### config.mk
export PLATFORM = sky130hd
export DESIGN_NAME = bsg_gatestack_strobe_gen
export DESIGN_NICKNAME = d
export VERILOG_FILES = /design/src/rtl/bsg_gatestack_strobe_gen.sv
export SDC_FILE = /design/constraint.sdc
export NUM_CORES = 1
export LEC_CHECK = 0
export CORE_ASPECT_RATIO = 0.8
export CORE_UTILIZATION = 45
export CTS_CLUSTER_SIZE = 8
export DETAILED_ROUTE_END_ITERATION = 8
export GPL_TIMING_DRIVEN = 0
export PLACE_DENSITY = 0.9
export SLEW_MARGIN = 40
export SYNTH_ARGS = -nofsm -noshare
export SYNTH_HDL_FRONTEND = slang
export SYNTH_SLANG_ARGS = --single-unit
### constraint.sdc
create_clock -name clk_i -period 2 [get_ports clk_i]
set_input_delay 0.3 -clock clk_i [delete_from_list [all_inputs] [get_ports clk_i]]
set_output_delay 0.3 -clock clk_i [all_outputs]
set_load 0.02 [all_outputs]
### src/rtl/bsg_gatestack_strobe_gen.sv
// Feeds a per-lane gated-clock register stack: data bus plus glitch-free per-lane strobes.
// Latency: data_o updates on the accepting edge; strobe rises S cycles later, lasts P, then H hold cycles.
// Backpressure: ready_o is low for S+P+H cycles per transfer; no buffering, so v_i is ignored while busy.
module bsg_gatestack_strobe_gen #(
  parameter int width_p        = 16,
  parameter int setup_cycles_p = 1,
  parameter int pulse_cycles_p = 1,
  parameter int hold_cycles_p  = 1
) (
  input  logic               clk_i,
  input  logic               reset_n_i,
  input  logic [width_p-1:0] data_i,
  input  logic [width_p-1:0] mask_i,
  input  logic               v_i,
  output logic               ready_o,
  output logic [width_p-1:0] data_o,
  output logic [width_p-1:0] strobe_o,
  output logic               busy_o,
  output logic               done_o
);

  localparam int MaxSp   = (setup_cycles_p > pulse_cycles_p) ? setup_cycles_p : pulse_cycles_p;
  localparam int MaxCyc  = (MaxSp > hold_cycles_p) ? MaxSp : hold_cycles_p;
  localparam int CntW    = $clog2(MaxCyc + 1);

  localparam logic [CntW-1:0] SetupLd = CntW'(setup_cycles_p - 1);
  localparam logic [CntW-1:0] PulseLd = CntW'(pulse_cycles_p - 1);
  localparam logic [CntW-1:0] HoldLd  = CntW'(hold_cycles_p - 1);

  typedef enum logic [1:0] {
    IDLE  = 2'd0,
    SETUP = 2'd1,
    PULSE = 2'd2,
    HOLD  = 2'd3
  } state_e;

  state_e             state_q;
  logic [CntW-1:0]    cnt_q;
  logic [width_p-1:0] data_q;
  logic [width_p-1:0] mask_q;
  logic [width_p-1:0] strobe_q;
  logic               ready_q;
  logic               busy_q;
  logic               done_q;

  // Sequencer: every output is a flop so strobes can never glitch on input activity;
  // ready/busy are updated alongside the state so they always agree with it.
  always_ff @(posedge clk_i or negedge reset_n_i) begin
    if (!reset_n_i) begin
      state_q  <= IDLE;
      cnt_q    <= '0;
      data_q   <= '0;
      mask_q   <= '0;
      strobe_q <= '0;
      ready_q  <= 1'b1;
      busy_q   <= 1'b0;
      done_q   <= 1'b0;
    end else begin
      done_q <= 1'b0;
      case (state_q)
        IDLE: begin
          strobe_q <= '0;
          if (v_i && ready_q) begin
            data_q  <= data_i;
            mask_q  <= mask_i;
            cnt_q   <= SetupLd;
            state_q <= SETUP;
            ready_q <= 1'b0;
            busy_q  <= 1'b1;
          end
        end
        SETUP: begin
          if (cnt_q == '0) begin
            strobe_q <= mask_q;
            cnt_q    <= PulseLd;
            state_q  <= PULSE;
          end else begin
            cnt_q <= cnt_q - 1'b1;
          end
        end
        PULSE: begin
          if (cnt_q == '0) begin
            strobe_q <= '0;
            cnt_q    <= HoldLd;
            state_q  <= HOLD;
          end else begin
            cnt_q <= cnt_q - 1'b1;
          end
        end
        HOLD: begin
          if (cnt_q == '0) begin
            state_q <= IDLE;
            ready_q <= 1'b1;
            busy_q  <= 1'b0;
            done_q  <= 1'b1;
          end else begin
            cnt_q <= cnt_q - 1'b1;
          end
        end
        default: begin
          state_q  <= IDLE;
          strobe_q <= '0;
          ready_q  <= 1'b1;
          busy_q   <= 1'b0;
        end
      endcase
    end
  end

  assign ready_o  = ready_q;
  assign data_o   = data_q;
  assign strobe_o = strobe_q;
  assign busy_o   = busy_q;
  assign done_o   = done_q;

endmodule
==> results.ini <==
[setup_path]
cp_max_fo = 5
crit_type = reg2out
cpLargestDelayFamily = buffers and inverters
r2r_cells = 5
max_stage_delay_ps = 610
slowest_stage = clkdlybuf4s50_1
arrival_ps = 1510
r2r_setup_slack_ps = 370
r2r_start = state_q[0]$_DFFE_PN0P_
rr_endpoint = mask_q[12]$_DFFE_PN0P_
cp_num_buf_inv = 1
required_ps = 1700
path_cells = clkdlybuf4s50_1
end_kind = output port
cp-start-kind = flip-flop

[clocking]
clk_latency_ps = 300
cts_tree = done
post_cts_buffers = 0
cts.path.max_buffers = 2
htreeDepth = 2
clk_pin_slew_ps = 90
ctsRootBufferMaster = clkbuf_8
numCtsBuffers = 5
cts.sinks = 53

[synthesis]
syn_area_per_cell_sq_um = 15.8
syn_area_sq_mm = 0.00217
netlist.area_leader.share = 0.599
syn-num-nets = 178
yosysWarnings = 0
yosysSeqAreaShare = 0.612
synth_cells = 137
yosys-top-cells-area = dfrtp_1 60%, mux2_4 19%, a22o_1 4.8%
yosysTopAreaCell = dfrtp_1
ys_ff_latch = 53
ys_types = 19

[die]
die_w_um = 79.7
rows = 22
start_util = 0.472
io_pins = 70
core-area_sq_mm = 0.00460
die_y_um = 64.1
die-area_sq_mm = 0.00511

[power]
total_leakage_power_uw = 0.00145
powerDensity_mw_per_mm2 = 1630
vdd_ir_drop_max_uv = 694

[placed_design]
placed_area_sq_mm = 0.00295
gp_congestion = 0.784
dpl.hpwl_um = 3030
io_buffers = 69

[global_routing]
grt_overflow = 0
grt_max_degree = 34
track_usage = 0.183
grt_pass1_vias = 1419
grt_pass1_wl_um = 6960
antenna_found_initial = 0

[route]
dr.first_iter.drc_count = 38
ant_nets = 0
firstDrtPassIters = 4
vias = 1339
drt_wl_total_um = 4230
post_drt_wl_per_cell_um = 15.3
drc = 0
via_per_inst = 4.85

[cells_and_area]
diodes = 0
utilization = 0.670
syn2layout_area_growth_pct = 41.9
drive_gt1_frac = 0.227
final_nets = 256
finalInstanceArea_sq_mm = 0.00308

[timing]
relSlewSlack = 0.665
fmax_mhz = 554
finalHoldViolCount = 0
finClkSkew_ps = 6.06
finalSetupTns_ps = 0
finalCriticalPeriod_ps = 1810
worst_pin_slew_ps = 502
setup_viol = 0
finalCritPeriodShare = 0.903
drv_slew = 0
rsz0062_at_grt = false

[status]
outcome = finished clean

[hold_path]
hp-class = in2async

[run]
drv_cap = 0

[power breakdown]
| group | switching, uW | internal [uW] |
|---|---|---|
| logic | 1010 | 1340 |
| clock network | 341 | 408 |
| registers | 325 | 1600 |
| total | 1680 | 3350 |
[repair_timing]
item,CTS,global route
endpoints found under the hold margin,20,0
hold buffers,1,0
resized for setup,0,0
[stage by stage]
step | hold slack (ps) | worst slack [ps] | total power (uW) | std cells
finish | 417 | 195 | 5030 | 276
global route | 437 | 145 | 5320 | 276
CTS | 428 | 191 | 5060 | 276
detailed placement | 209 | 327 | 4300 | 267
global placement | 468 | -900 | 4230 | 266
floorplan | 4.41 | 543 | 3320 | 137
[worst max-delay path by stage]
stage / startpoint / to / slack [ps] / cells past startpoint
CTS: ready_o$_DFFE_PN1P_ / ready_o / 190 / 1
detailed placement: v_i / mask_q[12]$_DFFE_PN0P_ / 330 / 4
global route: ready_o$_DFFE_PN1P_ / ready_o / 150 / 1
global placement: reset_n_i / state_q[1]$_DFFE_PN0P_ / -900 / 1
floorplan: state_q[0]$_DFFE_PN0P_ / data_o[0]$_DFFE_PN0P_ / 540 / 5
finish: ready_o$_DFFE_PN1P_ / ready_o / 190 / 1
[state kept, by name, indices dropped and copies added, names as in the netlist]
register,cells
data_o,16
mask_q,16
strobe_o,16
state_q,2
busy_o,1
done_o,1
ready_o,1
[Yosys cell counts]
cell	number
a21oi_1	2
a22o_1	12
a31o_2	1
buf_2	1
buf_6	3
clkbuf_1	2
dfrtp_1	52
dfstp_2	1
ha_1	6
inv_1	3
mux2_2	5
mux2_4	28
mux2i_1	1
nand2_1	10
nand2b_1	1
nand3_4	1
nor2_1	2
nor2b_1	1
o21ai_0	5
[final cells by class]
cell class / count / area (sq um)
Tap cell: 60 / 75.1
Clock inverter: 1 / 30.0
Timing Repair Buffer: 71 / 718
Fill cell: 330 / 1520
Inverter: 3 / 11.3
Clock buffer: 7 / 86.3
Multi-Input combinational cell: 75 / 786
Sequential cell: 53 / 1330
Buffer: 6 / 46.3
[layout by cell type, fill, tap and decap left out]
cell type / netlist / layout
dfstp_2: 1 / 1
mux2i_1: 1 / 1
a22o_1: 12 / 12
buf_4: 0 / 1
nor2b_1: 1 / 1
clkbuf_8: 0 / 6
dlygate4sd3_1: 0 / 1
clkbuf_1: 2 / 3
mux2_4: 28 / 28
ha_1: 6 / 6
inv_1: 3 / 3
nor2_1: 2 / 2
a31o_2: 1 / 1
dfrtp_1: 52 / 52
clkdlybuf4s50_1: 0 / 68
bufinv_16: 0 / 1
buf_12: 0 / 1
nand3_4: 1 / 1
o21ai_0: 5 / 5
mux2_2: 5 / 5
a21oi_1: 2 / 2
nand2_1: 10 / 10
buf_2: 1 / 1
nand2b_1: 1 / 1
buf_6: 3 / 3
[cells by family after synthesis]
family / count (synthesis) / synth area share
flip-flops: 53 / 0.612
buffers and inverters: 9 / 0.0265
AO/OA/AOI/OAI: 20 / 0.0686
AND/OR/NAND/NOR: 15 / 0.0346
multiplexers: 34 / 0.224
adder cells (fa/ha/maj): 6 / 0.0346
[layer usage]
layer	wire, um	vias to the layer above	share of wire	track usage
met5	0	-	0	0
met1	2040	658	0.48	0.258
met3	210	4	0.050	0.0443
met4	34	0	0.0080	0.0477
met2	1950	42	0.46	0.285
li1	-	635	-	-
No activity file was read; power rests on OpenSTA's default activity.
